File: config.mk
export PLATFORM = sky130hd
export DESIGN_NAME = multicore_dmem_arbiter
export DESIGN_NICKNAME = d
export VERILOG_FILES = /design/src/rtl/multicore_pkg.sv /design/src/rtl/rr_arbiter.sv /design/src/rtl/multicore_dmem_arbiter.sv
export SDC_FILE = /design/constraint.sdc
export NUM_CORES = 1
export LEC_CHECK = 0
export ABC_AREA = 1
export BUFFER_PORTS_ARGS = -buffer_cell sky130_fd_sc_hd__buf_4
export CORE_UTILIZATION = 35
export CTS_BUF_LIST = sky130_fd_sc_hd__clkbuf_4 sky130_fd_sc_hd__clkbuf_8
export CTS_CLUSTER_DIAMETER = 150
export DETAILED_ROUTE_END_ITERATION = 7
export REMOVE_ABC_BUFFERS = 1
export SLEW_MARGIN = 20
export SYNTH_ARGS = -nofsm -noshare
export SYNTH_HDL_FRONTEND = slang
export SYNTH_SLANG_ARGS = --single-unit
export TNS_END_PERCENT = 100
File: constraint.sdc
create_clock -name clk -period 2.9 [get_ports clk]
set_input_delay 0.435 -clock clk [delete_from_list [all_inputs] [get_ports clk]]
set_output_delay 0.435 -clock clk [all_outputs]
set_load 0.01 [all_outputs]
File: src/rtl/multicore_pkg.sv
// Shared types and default sizing for the multicore data-memory arbiter.
// Declarations only: no logic, no latency, no flow control.
package multicore_pkg;

  localparam int DEF_NUM_CORES = 4;
  localparam int DEF_ADDR_W    = 16;
  localparam int DEF_DATA_W    = 16;

  typedef enum logic [1:0] {
    IDLE  = 2'd0,
    ISSUE = 2'd1,
    ACK   = 2'd2
  } state_t;

endpackage

File: src/rtl/rr_arbiter.sv
// Round-robin pick: searches upward from last_grant+1 (mod NUM_CORES); combinational, 0 latency.
// No backpressure: valid simply reports whether any request bit is set.
module rr_arbiter
  import multicore_pkg::*;
#(
  parameter int NUM_CORES = DEF_NUM_CORES,
  localparam int IDX_W    = $clog2(NUM_CORES)
) (
  input  logic [NUM_CORES-1:0] req,
  input  logic [IDX_W-1:0]     last_grant,
  output logic [IDX_W-1:0]     winner,
  output logic                 valid
);

  logic [IDX_W-1:0] cand;

  always_comb begin
    winner = last_grant;
    valid  = 1'b0;
    cand   = '0;
    // Offset NUM_CORES wraps back to last_grant itself, so a lone requester always wins.
    for (int i = 1; i <= NUM_CORES; i++) begin
      cand = IDX_W'((int'(last_grant) + i) % NUM_CORES);
      if (!valid && req[cand]) begin
        valid  = 1'b1;
        winner = cand;
      end
    end
  end

endmodule

File: src/rtl/multicore_dmem_arbiter.sv
// Shares one data memory among NUM_CORES cores: one access per 3 cycles, ack two cycles after grant.
// Cores hold requests until their ack pulse; losers simply wait (no timeout, round-robin fairness).
module multicore_dmem_arbiter
  import multicore_pkg::*;
#(
  parameter int NUM_CORES = DEF_NUM_CORES,
  parameter int ADDR_W    = DEF_ADDR_W,
  parameter int DATA_W    = DEF_DATA_W
) (
  input  logic                        clk,
  input  logic                        RESET,
  input  logic                        START,
  input  logic [NUM_CORES-1:0]        core_read,
  input  logic [NUM_CORES-1:0]        core_write,
  input  logic [NUM_CORES*ADDR_W-1:0] core_addr,
  input  logic [NUM_CORES*DATA_W-1:0] core_wdata,
  input  logic [NUM_CORES-1:0]        core_end,
  output logic [NUM_CORES-1:0]        core_ack,
  output logic [NUM_CORES*DATA_W-1:0] core_rdata,
  output logic                        mem_read,
  output logic                        mem_write,
  output logic [ADDR_W-1:0]           mem_addr,
  output logic [DATA_W-1:0]           mem_wdata,
  input  logic [DATA_W-1:0]           mem_rdata,
  output logic                        END,
  output logic                        protocol_err
);

  localparam int IDX_W = $clog2(NUM_CORES);

  state_t               state, state_nxt;
  logic [IDX_W-1:0]     last_grant;
  logic [IDX_W-1:0]     winner;
  logic [IDX_W-1:0]     rr_winner;
  logic                 rr_valid;
  logic                 op_write;
  logic [NUM_CORES-1:0] req_any;
  logic [NUM_CORES-1:0] end_flags;

  assign req_any = core_read | core_write;

  rr_arbiter #(
    .NUM_CORES (NUM_CORES)
  ) u_rr (
    .req        (req_any),
    .last_grant (last_grant),
    .winner     (rr_winner),
    .valid      (rr_valid)
  );

  always_ff @(posedge clk or negedge RESET) begin
    if (!RESET) begin
      state <= IDLE;
    end else begin
      state <= state_nxt;
    end
  end

  // Strobes and ack decode straight from state so reset clears them immediately.
  always_comb begin
    state_nxt = state;
    mem_read  = 1'b0;
    mem_write = 1'b0;
    core_ack  = '0;
    case (state)
      IDLE: begin
        if (rr_valid) begin
          state_nxt = ISSUE;
        end
      end
      ISSUE: begin
        mem_write = op_write;
        mem_read  = !op_write;
        state_nxt = ACK;
      end
      ACK: begin
        core_ack[winner] = 1'b1;
        state_nxt        = IDLE;
      end
      default: begin
        state_nxt = IDLE;
      end
    endcase
  end

  // Access is captured once at grant; later request changes cannot disturb it.
  // A core raising read and write together is treated as a write.
  always_ff @(posedge clk or negedge RESET) begin
    if (!RESET) begin
      winner     <= '0;
      op_write   <= 1'b0;
      mem_addr   <= '0;
      mem_wdata  <= '0;
      last_grant <= IDX_W'(NUM_CORES - 1);
    end else begin
      if (state == IDLE && rr_valid) begin
        winner    <= rr_winner;
        op_write  <= core_write[rr_winner];
        mem_addr  <= core_addr[rr_winner*ADDR_W +: ADDR_W];
        mem_wdata <= core_wdata[rr_winner*DATA_W +: DATA_W];
      end
      if (state == ACK) begin
        last_grant <= winner;
      end
    end
  end

  always_ff @(posedge clk or negedge RESET) begin
    if (!RESET) begin
      core_rdata <= '0;
    end else if (state == ACK && !op_write) begin
      core_rdata[winner*DATA_W +: DATA_W] <= mem_rdata;
    end
  end

  // START takes priority over same-cycle end or protocol events.
  always_ff @(posedge clk or negedge RESET) begin
    if (!RESET) begin
      end_flags    <= '0;
      END          <= 1'b0;
      protocol_err <= 1'b0;
    end else if (START) begin
      end_flags    <= '0;
      END          <= 1'b0;
      protocol_err <= 1'b0;
    end else begin
      end_flags    <= end_flags | core_end;
      END          <= &(end_flags | core_end);
      protocol_err <= protocol_err | (|(core_read & core_write));
    end
  end

endmodule

-- Yosys cells after proc, flatten, opt, wreduce, memory -nomap -nowiden
Index checks and enable logic that the tools add are counted.
- eq/ne operators: 3
- magnitude comparators: 7
- add/subtract/negate cells: 5
- muxes and demuxes: 29
- shift-type cells: 4
- bitwise operators: 4
- reductions and logical operators: 13
- operators with widths (kind ; number):
    $shiftx 64x7->16 ; 2
    $bwmux 64 ; 1
    $shift 16x34->64 const A ; 1
    $shiftx 16x34->64 ; 1
    $neg 6->34 ; 1
    $lt 2x3->1 const B ; 6
    $mux 1 ; 14
    $bmux 1 s2 ; 5
    $mux 2 ; 5
    $mux 4 ; 2
    $or 4x4->4 ; 2
    $logic_and 1x1->1 ; 6
    $add 2x1->2 const B ; 2
    $add 2x2->2 const B ; 2
    $and 4x4->4 ; 1
    $logic_not 1->1 ; 4
    $pmux 2 s2 ; 1
    $reduce_and 4->1 ; 1
    $reduce_or 4->1 ; 1
    $demux 1 s2 ; 1
    $eq 2x1->1 const B ; 1
    $eq 2x2->1 const B ; 1
    $ge 2x1->1 const B ; 1
    $logic_not 2->1 ; 1
    other kinds (2) ; 2
- logic and storage cells: 75
- input bits: 159
- output and inout port bits: 104
- register bits: 109

-- Logic depth before layout (Yosys ltp)
Gate-level depths: netlist of the first run.
- depth after elaboration: 15
- mapped depth: 16
- gate-level depth less buffers: 15

-- Cells and area by module
From an unflattened synthesis of the first run, not the netlist that was laid out.
- cells, all modules: 904
- area, all modules: 6204.7 sq um
- modules (own cells, without submodules) (module ; area each (sq um) ; seq. area each (sq um) ; instances ; cells each):
    multicore_dmem_arbiter ; 5973.2 ; 2730.1 ; 1 ; 858
    rr_arbiter ; 231.5 ; 0.0 ; 1 ; 46

-- Worst setup path after synthesis of the first run
OpenSTA, ideal clock, no wires.
- kind: flip-flop to flip-flop
- start point: reg winner[0]
- end point: reg core_rdata[37]
- period minus slack after synthesis: 2034 ps
- path buffers: 2
- stages on the path, launching flop included: 9
- setup time: 65 ps
- slack: 866 ps
- arrival time: 1969 ps
- required time: 2835 ps
- path through: dfrtp_1 > inv_1 > ha_1 > buf_2 > clkinv_1 > nor3_1 > buf_2 > nand3_1 > nand2_1
- word-level cells in the longest chain between the ends: 3
- elaborated cells on any way between the ends: 4
- those cells by class: 1 x add/sub; 2 x shift; 1 x mux
- ends and longest elaborated chain (item ; line ; text):
    start, declared ; multicore_dmem_arbiter.sv:33 ; logic [IDX_W-1:0] winner;
    start signal, assigned ; multicore_dmem_arbiter.sv:97 ; winner <= rr_winner;
    $neg 6->34 (*) ; multicore_dmem_arbiter.sv:112 ; core_rdata[winner*DATA_W +: DATA_W] <= mem_rdata;
    $shiftx 16x34->64 / $shift 16x34->64 (equally long branches) ; multicore_dmem_arbiter.sv:112 ;
    $bwmux 64 (*) ; multicore_dmem_arbiter.sv:112 ;
    end signal, assigned by index ; multicore_dmem_arbiter.sv:112 ;
    end, declared ; multicore_dmem_arbiter.sv:19 ; output logic [NUM_CORES*DATA_W-1:0] core_rdata,
Every way passes the cells marked *; elsewhere a longest branch is shown, timed or not.
A chain may end at the register's enable or synchronous reset.

-- Final worst setup path of the first run
- start point: reg last_grant[0]
- end point: reg mem_wdata[7]
- word-level cells in the longest chain between the ends: 14
- elaborated cells on any way between the ends: 28
- those cells by class: 4 x add/sub; 1 x shift; 16 x mux; 7 x reduce/logical
- ends and longest elaborated chain (item ; line ; text):
    start, declared ; multicore_dmem_arbiter.sv:32 ; logic [IDX_W-1:0] last_grant;
    start signal, assigned ; multicore_dmem_arbiter.sv:94 ; last_grant <= IDX_W'(NUM_CORES - 1);
    start signal, assigned ; multicore_dmem_arbiter.sv:103 ; last_grant <= winner;
    $add 2x1->2 ; rr_arbiter.sv:23 ; cand = IDX_W'((int'(last_grant) + i) % NUM_CORES);
    $bmux 1 s2 ; rr_arbiter.sv:24 ; if (!valid && req[cand]) begin
    $mux 1 (not written as such) ; rr_arbiter.sv:24 ;
    $mux 1 ; rr_arbiter.sv:24 ;
    $logic_not 1->1 ; rr_arbiter.sv:24 ;
    $logic_and 1x1->1 ; rr_arbiter.sv:24 ;
    $mux 1 ; rr_arbiter.sv:24 ;
    $logic_not 1->1 ; rr_arbiter.sv:24 ;
    $logic_and 1x1->1 ; rr_arbiter.sv:24 ;
    $mux 1 ; rr_arbiter.sv:24 ;
    $logic_not 1->1 ; rr_arbiter.sv:24 ;
    $logic_and 1x1->1 ; rr_arbiter.sv:24 ;
    $mux 2 / $mux 1 (equally long branches) ; rr_arbiter.sv:24 ;
    $shiftx 64x7->16 / $logic_and 1x1->1 (equally long branches) ; multicore_dmem_arbiter.sv:100, multicore_dmem_arbiter.sv:96 ;
    end signal, assigned ; multicore_dmem_arbiter.sv:100 ; mem_wdata <= core_wdata[rr_winner*DATA_W +: DATA_W];
    end, declared ; multicore_dmem_arbiter.sv:23 ; output logic [DATA_W-1:0] mem_wdata,
Parallel ways exist; a longest one is shown, timed or not. The select of a mux whose other input is x is not followed.

==> impl_results.html, run 1 <==
<table>
<tr><th>Metric</th><th>Value</th></tr>
<tr><th colspan="2">Die</th></tr>
<tr><td>Die area</td><td>18,390 um2</td></tr>
<tr><td>Chip height</td><td>135.6 um</td></tr>
<tr><td>Total number of placement rows</td><td>48</td></tr>
<tr><td>Placeable Area</td><td>17,360 um2</td></tr>
<tr><td>Chip Width</td><td>135.6 um</td></tr>
<tr><td>Boundary Pins</td><td>263</td></tr>
<tr><td>Initial core utilization</td><td>0.3600</td></tr>
<tr><th colspan="2">Cells and area</th></tr>
<tr><td>Final non-filler cell total</td><td>1,359</td></tr>
<tr><td>Share of layout cells above drive strength 1</td><td>0.2972</td></tr>
<tr><td>Design area</td><td>about 8500 um2</td></tr>
<tr><td>Number of nets in the layout</td><td>1,293</td></tr>
<tr><td>Area overhead of the layout relative to synthesis</td><td>36.66%</td></tr>
<tr><td>Number of diodes</td><td>0</td></tr>
<tr><th colspan="2">Global routing</th></tr>
<tr><td>Global routing usage summed across all routing layers</td><td>0.2294</td></tr>
<tr><td>Wire length of the first global-routing pass</td><td>32,620 um</td></tr>
<tr><td>Initial antenna violation count</td><td>0</td></tr>
<tr><td>Maximum number of pins on one net before global-route repair</td><td>66</td></tr>
<tr><td>Via count of the first global-routing pass</td><td>roughly 6,200</td></tr>
<tr><td>Gr ovfl total</td><td>0</td></tr>
<tr><th colspan="2">Worst setup path</th></tr>
<tr><td>Crit path launch type</td><td>flop</td></tr>
<tr><td>Critical path arrival</td><td>2.62 ns</td></tr>
<tr><td>Worst Path Required</td><td>approximately 3.2 ns</td></tr>
<tr><td>Number of cells traversed by the worst register-to-register path</td><td>14</td></tr>
<tr><td>Crit path launch</td><td>last_grant[0]</td></tr>
<tr><td>Endpoint of the lowest-slack register-to-register path</td><td>mem_wdata[7]</td></tr>
<tr><td>Crit Path Class</td><td>flop to flop</td></tr>
<tr><td>Type of destination of the critical path</td><td>flop</td></tr>
<tr><td>Internal reg-to-reg setup slack</td><td>0.56 ns</td></tr>
<tr><td>Maximum fanout count along the critical path</td><td>65</td></tr>
<tr><td>Start of the worst register-to-register path</td><td>last_grant[0]</td></tr>
<tr><th colspan="2">Timing</th></tr>
<tr><td>Post-route minimum period</td><td>2.340 ns</td></tr>
<tr><td>Final-report setup violation count</td><td>0</td></tr>
<tr><td>Final Max Slew Viols</td><td>0</td></tr>
<tr><td>Period Utilization, post-route</td><td>0.8070</td></tr>
<tr><td>Worst rel slew slack</td><td>0.3083</td></tr>
<tr><td>Final worst hold slack</td><td>0.2347 ns</td></tr>
<tr><td>Fin Clk Skew</td><td>0.01693 ns</td></tr>
<tr><td>Peak clock frequency supported by timing</td><td>427.3 MHz</td></tr>
<tr><td>Hold violation count in the final report</td><td>0</td></tr>
<tr><td>Accumulated negative setup slack</td><td>0 ns</td></tr>
<tr><td>Transition time at the pin with the least slew margin</td><td>around 1.0 ns</td></tr>
<tr><td>RSZ-0062 raised after global routing</td><td>no</td></tr>
<tr><th colspan="2">Route</th></tr>
<tr><td>Post-route antenna net violation count</td><td>0</td></tr>
<tr><td>Total iterations of the first detailed-routing run</td><td>7</td></tr>
<tr><td>Post-detailed-route via-to-cell ratio</td><td>4.717</td></tr>
<tr><td>Post-detailed-route DRC marker count</td><td>0</td></tr>
<tr><td>Drt initial violations</td><td>329</td></tr>
<tr><td>Number of vias in the routed layout</td><td>6,410</td></tr>
<tr><td>Wire length per cell after detailed routing</td><td>between 15 and 20 um</td></tr>
<tr><td>Wire length reported by the detailed router</td><td>between 20,000 and 25,000 um</td></tr>
<tr><th colspan="2">Synth</th></tr>
<tr><td>Share of synthesized cell area in full adder, half adder and majority cells</td><td>0.01001</td></tr>
<tr><td>Mux cell area share after synthesis</td><td>0</td></tr>
<tr><td>Largest area contributor in the netlist</td><td>sky130_fd_sc_hd__dfrtp_1</td></tr>
<tr><td>Largest family of logic cells by synthesized area</td><td>simple AND/OR/NAND/NOR gates</td></tr>
<tr><td>Synthesized instance count</td><td>887</td></tr>
<tr><td>Share of the yosys chip area belonging to registers</td><td>0.4369</td></tr>
<tr><td>Post-synthesis share of cell area spent on xor and xnor gates</td><td>0</td></tr>
<tr><td>Number of synthesized register bits</td><td>109</td></tr>
<tr><td>Dominant cell by count in the synthesized netlist</td><td>sky130_fd_sc_hd__nand2_1</td></tr>
<tr><td>Fraction of synthesized cell area taken by the top area cell type</td><td>0.4285</td></tr>
<tr><td>Post-synthesis share of cell area spent on and, or, nand and nor gates</td><td>0.3857</td></tr>
<tr><td>Commonest register cell after synthesis</td><td>sky130_fd_sc_hd__dfrtp_1</td></tr>
<tr><td>Average instance area after synthesis</td><td>7.045 um2</td></tr>
<tr><td>Compound-cell area share of the yosys netlist</td><td>0.05927</td></tr>
<tr><td>Library cells used by synthesis</td><td>28</td></tr>
<tr><td>Post-synthesis async set-or-reset flop share</td><td>1.000</td></tr>
<tr><td>Number of enable-type register cells in the synthesized netlist</td><td>0</td></tr>
<tr><td>Count of synthesis-stage warnings from yosys</td><td>0</td></tr>
<tr><td>Total standard cell area after synthesis</td><td>6248 um2</td></tr>
<tr><td>Ranking of synthesized cells by area</td><td>sky130_fd_sc_hd__dfrtp_1, sky130_fd_sc_hd__nand2_1, sky130_fd_sc_hd__nand3_1, sky130_fd_sc_hd__inv_1, sky130_fd_sc_hd__o21ai_0</td></tr>
<tr><td>Most frequent cells after synthesis</td><td>sky130_fd_sc_hd__nand2_1, sky130_fd_sc_hd__nand3_1, sky130_fd_sc_hd__dfrtp_1</td></tr>
<tr><th colspan="2">Clock tree</th></tr>
<tr><td>Clock Pin Slew Worst Setup and Hold Paths</td><td>between 0.1 and 0.15 ns</td></tr>
<tr><td>TritonCTS sink count</td><td>around 110</td></tr>
<tr><td>Post-CTS setup buffer count</td><td>0</td></tr>
<tr><td>Clock latency of the later-clocked register in the worst-skew pair</td><td>0.39 ns</td></tr>
<tr><td>Root Driver</td><td>sky130_fd_sc_hd__clkbuf_8</td></tr>
<tr><td>Maximum count of clock buffers along a single path</td><td>2</td></tr>
<tr><td>Number of CTS-inserted buffers</td><td>9</td></tr>
<tr><td>TritonCTS clock tree</td><td>built</td></tr>
<tr><td>H-Tree Depth</td><td>3</td></tr>
<tr><th colspan="2">Power and ir drop</th></tr>
<tr><td>Portion of total power attributed to the clock network</td><td>0.097</td></tr>
<tr><td>Switching pwr</td><td>4.674 mW</td></tr>
<tr><td>Proportion of power drawn by flip-flops and latches</td><td>0.280</td></tr>
<tr><td>Pint</td><td>4.818 mW</td></tr>
<tr><td>PD cells</td><td>1112 nW/um2</td></tr>
<tr><td>Total power after layout</td><td>9.493 mW</td></tr>
<tr><td>Worst vdd rail ir drop</td><td>0.8538 mV</td></tr>
<tr><td>Leakage power summed over all cells</td><td>4.817 nW</td></tr>
<tr><td>Net switching share of the total power</td><td>0.4924</td></tr>
<tr><td>Part of the total power dissipated in combinational logic</td><td>0.623</td></tr>
<tr><th colspan="2">Min path</th></tr>
<tr><td>Cell depth of the worst min-delay path</td><td>2</td></tr>
<tr><td>Hold WC Path Type</td><td>primary input to flop</td></tr>
<tr><td>Worst Hold Path EP</td><td>end_flags[1]</td></tr>
<tr><td>Worst Min Path Start</td><td>START</td></tr>
<tr><th colspan="2">Placed design</th></tr>
<tr><td>Gpl congestion</td><td>0.8224</td></tr>
<tr><td>Final HPWL from detailed placement</td><td>between 15,000 and 20,000 um</td></tr>
<tr><td>Quantity of I/O buffers inserted on ports</td><td>between 200 and 300</td></tr>
<tr><td>Dpl cell area</td><td>between 8000 and 9000 um2</td></tr>
<tr><td>Placed Cells</td><td>1,342</td></tr>
<tr><th colspan="2">Status</th></tr>
<tr><td>Run status</td><td>completed</td></tr>
<tr><th colspan="2">Flow run</th></tr>
<tr><td>Max Cap Viol</td><td>0</td></tr>
</table>
flip-flops by register name (all words and copies together), names as in the netlist:
signal,cells
last_grant,2
protocol_err,1
op_write,1
end_flags,4
END,1
state,2
mem_addr,16
mem_wdata,16
winner,2
core_rdata,64
cell type report:
type	count	area [um2]
clock buffer	9	123.9
sequential	109	2730
inverter	91	341.6
multi-input combinational	641	2855
fill	1799	8817
timing repair buffer	277	2145
clock inverter	7	62.56
tap	225	281.5
worst max-delay path: stages, from the launching register on:
cell,delay (ns)
sky130_fd_sc_hd__dfstp_2,0.67
sky130_fd_sc_hd__inv_2,0.14
sky130_fd_sc_hd__nand2_1,0.09
sky130_fd_sc_hd__nand2_1,0.09
sky130_fd_sc_hd__nand2_1,0.07
sky130_fd_sc_hd__nand2_1,0.13
sky130_fd_sc_hd__nand2_1,0.12
sky130_fd_sc_hd__nand3_1,0.12
sky130_fd_sc_hd__nand2_2,0.12
sky130_fd_sc_hd__buf_12,0.28
sky130_fd_sc_hd__nand2_1,0.09
sky130_fd_sc_hd__nand2_1,0.08
sky130_fd_sc_hd__nand2_1,0.04
sky130_fd_sc_hd__nand3_1,0.09
sky130_fd_sc_hd__nand2_1,0.05
what timing repair did:
item / 4_1_cts / 5_1_grt
resized for setup: 0 / 0
hold endpoints to repair: 20 / 0
hold buffers: 1 / 0
through the flow:
step	utilization	setup WS, ns
4_1_cts	0.4920	0.5531
3_5_place_dp	0.4807	0.5792
6_report	0.4920	0.5597
2_1_floorplan	-	0.2669
5_1_grt	0.4920	0.2564
3_3_place_gp	0.4807	0.6183
metal layers:
metal  global-route usage  vias up  share of wire
li1                     -     3245              -
met5                    0        -              0
met2               0.3807      196           0.48
met1               0.2918     2933           0.44
met4              0.09675        0          0.031
met3              0.04115       36          0.053
placed cells by master, fill, tap and decap left out, types with 4 or more instances in the layout:
master / n
sky130_fd_sc_hd__clkbuf_8: 9
sky130_fd_sc_hd__buf_12: 5
sky130_fd_sc_hd__nand2_2: 27
sky130_fd_sc_hd__nor2_2: 4
sky130_fd_sc_hd__inv_1: 86
sky130_fd_sc_hd__o21ai_0: 48
sky130_fd_sc_hd__nand2_1: 357
sky130_fd_sc_hd__nand4_1: 10
sky130_fd_sc_hd__a21oi_1: 21
sky130_fd_sc_hd__nand3_1: 114
sky130_fd_sc_hd__ha_1: 5
sky130_fd_sc_hd__buf_4: 271
sky130_fd_sc_hd__inv_2: 4
sky130_fd_sc_hd__dfrtp_1: 107
sky130_fd_sc_hd__nor2_1: 42
cells by family after synthesis:
group / Yosys count
and+or+nand+nor: 564
AOI/OAI and AO/OA: 72
adders and majority gates: 5
DFF: 109
buffers and inverters: 137
power groups by stage:
| stage | clock network, mW | registers, mW | logic, mW |
|---|---|---|---|
| floorplan | 0 | 2.95 | 2.98 |
| global placement | 0 | 2.67 | 5.92 |
| detailed placement | 0 | 2.66 | 5.98 |
| CTS | 0.953 | 2.65 | 5.97 |
| global route | 1.01 | 2.73 | 6.59 |
| finish | 0.924 | 2.65 | 5.92 |
how the worst max path moves through the flow:
stage                          end  slack [ns]  depth (start not counted)
CTS                    core_ack[1]        0.55                          5
detailed placement   mem_wdata[11]        0.58                         14
finish                mem_wdata[7]        0.56                         14
global placement      mem_wdata[7]        0.62                         14
floorplan            core_rdata[0]        0.27                          5
global route        core_rdata[17]        0.26                          6
Power figures use the tool's default switching activity.
==> inputs of run 2 (changes only) <==
==> constraint.sdc (replaced) <==
create_clock -name clk -period 2.05 [get_ports clk]
set_input_delay 0.3075 -clock clk [delete_from_list [all_inputs] [get_ports clk]]
set_output_delay 0.3075 -clock clk [all_outputs]
set_load 0.01 [all_outputs]
==> impl_results.html, run 2 (synthesis results as in run 1) <==
<table>
<tr><th>Metric</th><th>Value</th></tr>
<tr><th colspan="2">Status</th></tr>
<tr><td>Run status</td><td>finished, violations left</td></tr>
<tr><td>Violated checks</td><td>negative setup slack</td></tr>
<tr><th colspan="2">Cells and area</th></tr>
<tr><td>Regs by FF count</td><td>core_rdata: 64 flops, mem_addr: 16 flops, mem_wdata: 16 flops</td></tr>
<tr><td>Final non-filler cell total</td><td>1,438 (+5.8%)</td></tr>
<tr><td>Most common cell after layout, fill and taps aside</td><td>sky130_fd_sc_hd__nand2_1</td></tr>
<tr><td>Flip-flop count of the largest register, all copies and words added</td><td>64 (unchanged)</td></tr>
<tr><td>Most used cells in the layout excluding fill and tap cells</td><td>sky130_fd_sc_hd__nand2_1, sky130_fd_sc_hd__buf_4, sky130_fd_sc_hd__dfrtp_1</td></tr>
<tr><td>Biggest register</td><td>core_rdata</td></tr>
<tr><td>Filler cells</td><td>1,652 (-8.2%)</td></tr>
<tr><td>Design area</td><td>9966 um2 (+17%)</td></tr>
<tr><td>Number of diodes</td><td>0 (unchanged)</td></tr>
<tr><td>Number of nets in the layout</td><td>1,373 (+6.2%)</td></tr>
<tr><td>Share of layout cells above drive strength 1</td><td>0.3982 (+0.1010)</td></tr>
<tr><td>Area overhead of the layout relative to synthesis</td><td>59.49%</td></tr>
<tr><td>Utilization of the core after routing</td><td>0.5742 (+0.08218)</td></tr>
<tr><th colspan="2">Worst setup path</th></tr>
<tr><td>Internal reg-to-reg setup slack</td><td>-0.11 ns (-0.67 ns)</td></tr>
<tr><td>Critical path arrival</td><td>2.45 ns (-0.17 ns)</td></tr>
<tr><td>Slowest CP cell</td><td>sky130_fd_sc_hd__dfstp_2</td></tr>
<tr><td>Crit path launch type</td><td>flop</td></tr>
<tr><td>Worst Path Required</td><td>2.34 ns (-0.84 ns)</td></tr>
<tr><td>Largest stage delay on the critical path</td><td>0.63 ns (-0.04 ns)</td></tr>
<tr><td>Start of the worst register-to-register path</td><td>last_grant[0]</td></tr>
<tr><td>Cell with the most instances on the worst path</td><td>sky130_fd_sc_hd__nand2_1</td></tr>
<tr><td>Number of cells traversed by the worst register-to-register path</td><td>15 (+1)</td></tr>
<tr><td>Crit Path Class</td><td>flop to flop</td></tr>
<tr><td>Maximum fanout count along the critical path</td><td>6 (-91%)</td></tr>
<tr><td>Type of destination of the critical path</td><td>flop</td></tr>
<tr><td>Crit path cell chain</td><td>clkinv_4 -&gt; nand2_4 -&gt; nand2_4 -&gt; nand2_4 -&gt; nand2_8 -&gt; nand3_1 -&gt; nand2_4 -&gt; buf_4 -&gt; buf_4 -&gt; nand3_2 -&gt; nand2_1 -&gt; nand2_1 -&gt; nand2_1 -&gt; nand2_1 -&gt; nand2_1</td></tr>
<tr><td>Endpoint of the lowest-slack register-to-register path</td><td>op_write</td></tr>
<tr><th colspan="2">Placed design</th></tr>
<tr><td>Placed Cells</td><td>1,388 (+3.4%)</td></tr>
<tr><td>Final HPWL from detailed placement</td><td>16,550 um (+8.1%)</td></tr>
<tr><td>Dpl cell area</td><td>8738 um2 (+4.7%)</td></tr>
<tr><td>Quantity of I/O buffers inserted on ports</td><td>262 (unchanged)</td></tr>
<tr><td>Gpl congestion</td><td>0.8843 (+7.5%)</td></tr>
<tr><th colspan="2">Timing</th></tr>
<tr><td>Worst rel slew slack</td><td>0.6235 (+0.3152)</td></tr>
<tr><td>Final Max Slew Viols</td><td>0 (unchanged)</td></tr>
<tr><td>Hold violation count in the final report</td><td>0 (unchanged)</td></tr>
<tr><td>Peak clock frequency supported by timing</td><td>462.7 MHz (+8.3%)</td></tr>
<tr><td>Transition time at the pin with the least slew margin</td><td>0.5642 ns (-0.4695 ns)</td></tr>
<tr><td>Accumulated negative setup slack</td><td>-2.094 ns (-2.094 ns)</td></tr>
<tr><td>Period Utilization, post-route</td><td>1.054 (+0.2472)</td></tr>
<tr><td>RSZ-0062 raised after global routing</td><td>yes</td></tr>
<tr><td>Fin Clk Skew</td><td>0.01409 ns (-0.002835 ns)</td></tr>
<tr><td>Crit path setup slack, layout</td><td>-0.1111 ns (-0.6708 ns)</td></tr>
<tr><td>Post-route minimum period</td><td>2.161 ns (-0.1792 ns)</td></tr>
<tr><td>Final worst hold slack</td><td>0.1068 ns (-0.1279 ns)</td></tr>
<tr><td>Final-report setup violation count</td><td>33 (+33)</td></tr>
<tr><th colspan="2">Route</th></tr>
<tr><td>Post-detailed-route DRC marker count</td><td>0 (unchanged)</td></tr>
<tr><td>Wire length per cell after detailed routing</td><td>16.77 um (+10%)</td></tr>
<tr><td>Topmost layer with routed signal wires</td><td>met4</td></tr>
<tr><td>Number of vias in the routed layout</td><td>6,976 (+8.8%)</td></tr>
<tr><td>Drt initial violations</td><td>472 (+43%)</td></tr>
<tr><td>Met2 wire length</td><td>11,890 um (+21%)</td></tr>
<tr><td>Post-detailed-route via-to-cell ratio</td><td>4.851 (+2.9%)</td></tr>
<tr><td>Wire length on met3</td><td>1309 um (+19%)</td></tr>
<tr><td>Routed metal-1 wirelength</td><td>10,050 um (+10%)</td></tr>
<tr><td>Wire length reported by the detailed router</td><td>24,110 um (+16%)</td></tr>
<tr><td>Total iterations of the first detailed-routing run</td><td>7 (unchanged)</td></tr>
<tr><td>Post-route antenna net violation count</td><td>0 (unchanged)</td></tr>
<tr><th colspan="2">Global routing</th></tr>
<tr><td>Global routing usage summed across all routing layers</td><td>0.2375 (+0.008144)</td></tr>
<tr><td>Wire length of the first global-routing pass</td><td>33,630 um (+3.1%)</td></tr>
<tr><td>Maximum number of pins on one net before global-route repair</td><td>36 (-45%)</td></tr>
<tr><td>Initial antenna violation count</td><td>0 (unchanged)</td></tr>
<tr><td>Via count of the first global-routing pass</td><td>6,538 (+6.1%)</td></tr>
<tr><td>Gr ovfl total</td><td>0 (unchanged)</td></tr>
<tr><th colspan="2">Clock tree</th></tr>
<tr><td>Number of CTS-inserted buffers</td><td>9 (unchanged)</td></tr>
<tr><td>Clock Pin Slew Worst Setup and Hold Paths</td><td>0.10 ns (about the same)</td></tr>
<tr><td>TritonCTS clock tree</td><td>built</td></tr>
<tr><td>TritonCTS sink count</td><td>109 (unchanged)</td></tr>
<tr><td>Maximum count of clock buffers along a single path</td><td>2 (unchanged)</td></tr>
<tr><td>Root Driver</td><td>sky130_fd_sc_hd__clkbuf_8</td></tr>
<tr><td>H-Tree Depth</td><td>3 (unchanged)</td></tr>
<tr><td>Clock latency of the later-clocked register in the worst-skew pair</td><td>0.40 ns (about the same)</td></tr>
<tr><th colspan="2">Power and ir drop</th></tr>
<tr><td>Leakage power summed over all cells</td><td>5.506 nW (+14%)</td></tr>
<tr><td>Part of the total power dissipated in combinational logic</td><td>0.700 (+0.077)</td></tr>
<tr><td>PD cells</td><td>1744 nW/um2 (+57%)</td></tr>
<tr><td>Worst vdd rail ir drop</td><td>0.7771 mV (-9.0%)</td></tr>
<tr><td>Portion of total power attributed to the clock network</td><td>0.081 (-0.016)</td></tr>
<tr><td>Switching pwr</td><td>8.016 mW (+71%)</td></tr>
<tr><td>Proportion of power drawn by flip-flops and latches</td><td>0.218 (-0.062)</td></tr>
<tr><td>Pint</td><td>9.366 mW (+94%)</td></tr>
<tr><td>Net switching share of the total power</td><td>0.4611 (-0.03126)</td></tr>
<tr><th colspan="2">Die</th></tr>
<tr><td>Boundary Pins</td><td>263 (unchanged)</td></tr>
<tr><td>Total number of placement rows</td><td>48 (unchanged)</td></tr>
<tr><td>Chip Width</td><td>135.6 um (unchanged)</td></tr>
<tr><td>Die area</td><td>18,390 um2 (unchanged)</td></tr>
<tr><td>Placeable Area</td><td>17,360 um2 (unchanged)</td></tr>
<tr><td>Initial core utilization</td><td>0.3600 (unchanged)</td></tr>
<tr><td>Chip height</td><td>135.6 um (unchanged)</td></tr>
<tr><th colspan="2">Flow run</th></tr>
<tr><td>Max Cap Viol</td><td>0 (unchanged)</td></tr>
<tr><th colspan="2">Min path</th></tr>
<tr><td>Hold WC Path Type</td><td>primary input to flop</td></tr>
<tr><td>Worst Min Path Start</td><td>START</td></tr>
<tr><td>Worst Hold Path EP</td><td>end_flags[0]</td></tr>
<tr><td>Cell depth of the worst min-delay path</td><td>2 (unchanged)</td></tr>
</table>
-- run 2: changes by cell type in the layout (fill, tap and decap cells not counted), moves of 3 or more --
cell,change
sky130_fd_sc_hd__buf_6,+13
sky130_fd_sc_hd__nand2_8,+5
sky130_fd_sc_hd__nand2_4,+21
sky130_fd_sc_hd__nand3_1,-23
sky130_fd_sc_hd__nand3_4,+3
sky130_fd_sc_hd__buf_8,+6
sky130_fd_sc_hd__clkbuf_16,+12
sky130_fd_sc_hd__nand2_1,-41
sky130_fd_sc_hd__nand3_2,+20
sky130_fd_sc_hd__buf_12,+4
sky130_fd_sc_hd__buf_4,+40
sky130_fd_sc_hd__nand2_2,+18
-- run 2: how the worst max path moves through the flow --
stage	slack, ns	startpoint	to	depth (start not counted)
after floorplan	-0.58	state[1]	core_rdata[0]	5
after global placement	-0.05	state[1]	core_rdata[21]	6
after detailed placement	-0.05	state[1]	core_rdata[21]	6
after CTS	-0.02	last_grant[0]	mem_wdata[15]	13
after global routing	-0.23	last_grant[0]	mem_wdata[13]	15
final	-0.11	last_grant[0]	op_write	15
-- run 2: area by class of cell --
cell class / count / area [um2] / share of cell area
clock buffer: 11 / 145.1 / 0.01456
multi-input combinational: 644 / 3306 / 0.3317
clock inverter: 4 / 56.30 / 0.005650
tap: 225 / 281.5 / 0.02825
sequential: 109 / 2730 / 0.2739
timing repair inverter: 1 / 6.256 / 0.0006277
inverter: 91 / 351.6 / 0.03528
timing repair buffer: 353 / 3089 / 0.3100
-- run 2: critical path: cells and delay by family, from the launching register on --
kind	cells	cell delay, ns
flops	1	0.63
buf+inv	3	0.44
simple gates	12	0.98
-- run 2: power by group through the flow --
stage | logic [mW] | registers, mW | clock network (mW)
floorplan | 4.21 | 4.17 | 0
global placement | 9.16 | 3.77 | 0
detailed placement | 9.23 | 3.78 | 0
CTS | 9.58 | 3.76 | 1.44
global route | 13.2 | 3.91 | 1.50
finish | 12.2 | 3.80 | 1.41
-- run 2: metrics by stage --
stage,total power [mW],setup slack [ns]
2_1_floorplan,8.382,-0.5831
3_3_place_gp,12.93,-0.05092
3_5_place_dp,13.01,-0.04951
4_1_cts,14.77,-0.01760
5_1_grt,18.60,-0.2257
6_report,17.38,-0.1111
-- run 2: layer usage --
metal,vias up,global-route usage
met3,47,0.04489
met1,3287,0.2947
met2,211,0.3985
met4,0,0.1067
met5,-,0
li1,3431,-
-- run 2: repair_timing --
item,in CTS,in global routing
cloned,2,19
setup endpoints to repair,37,47
gates resized for setup,9,121
pin swaps,4,38
setup buffers,6,7
hold buffers,1,0
endpoints found under the hold margin,29,0
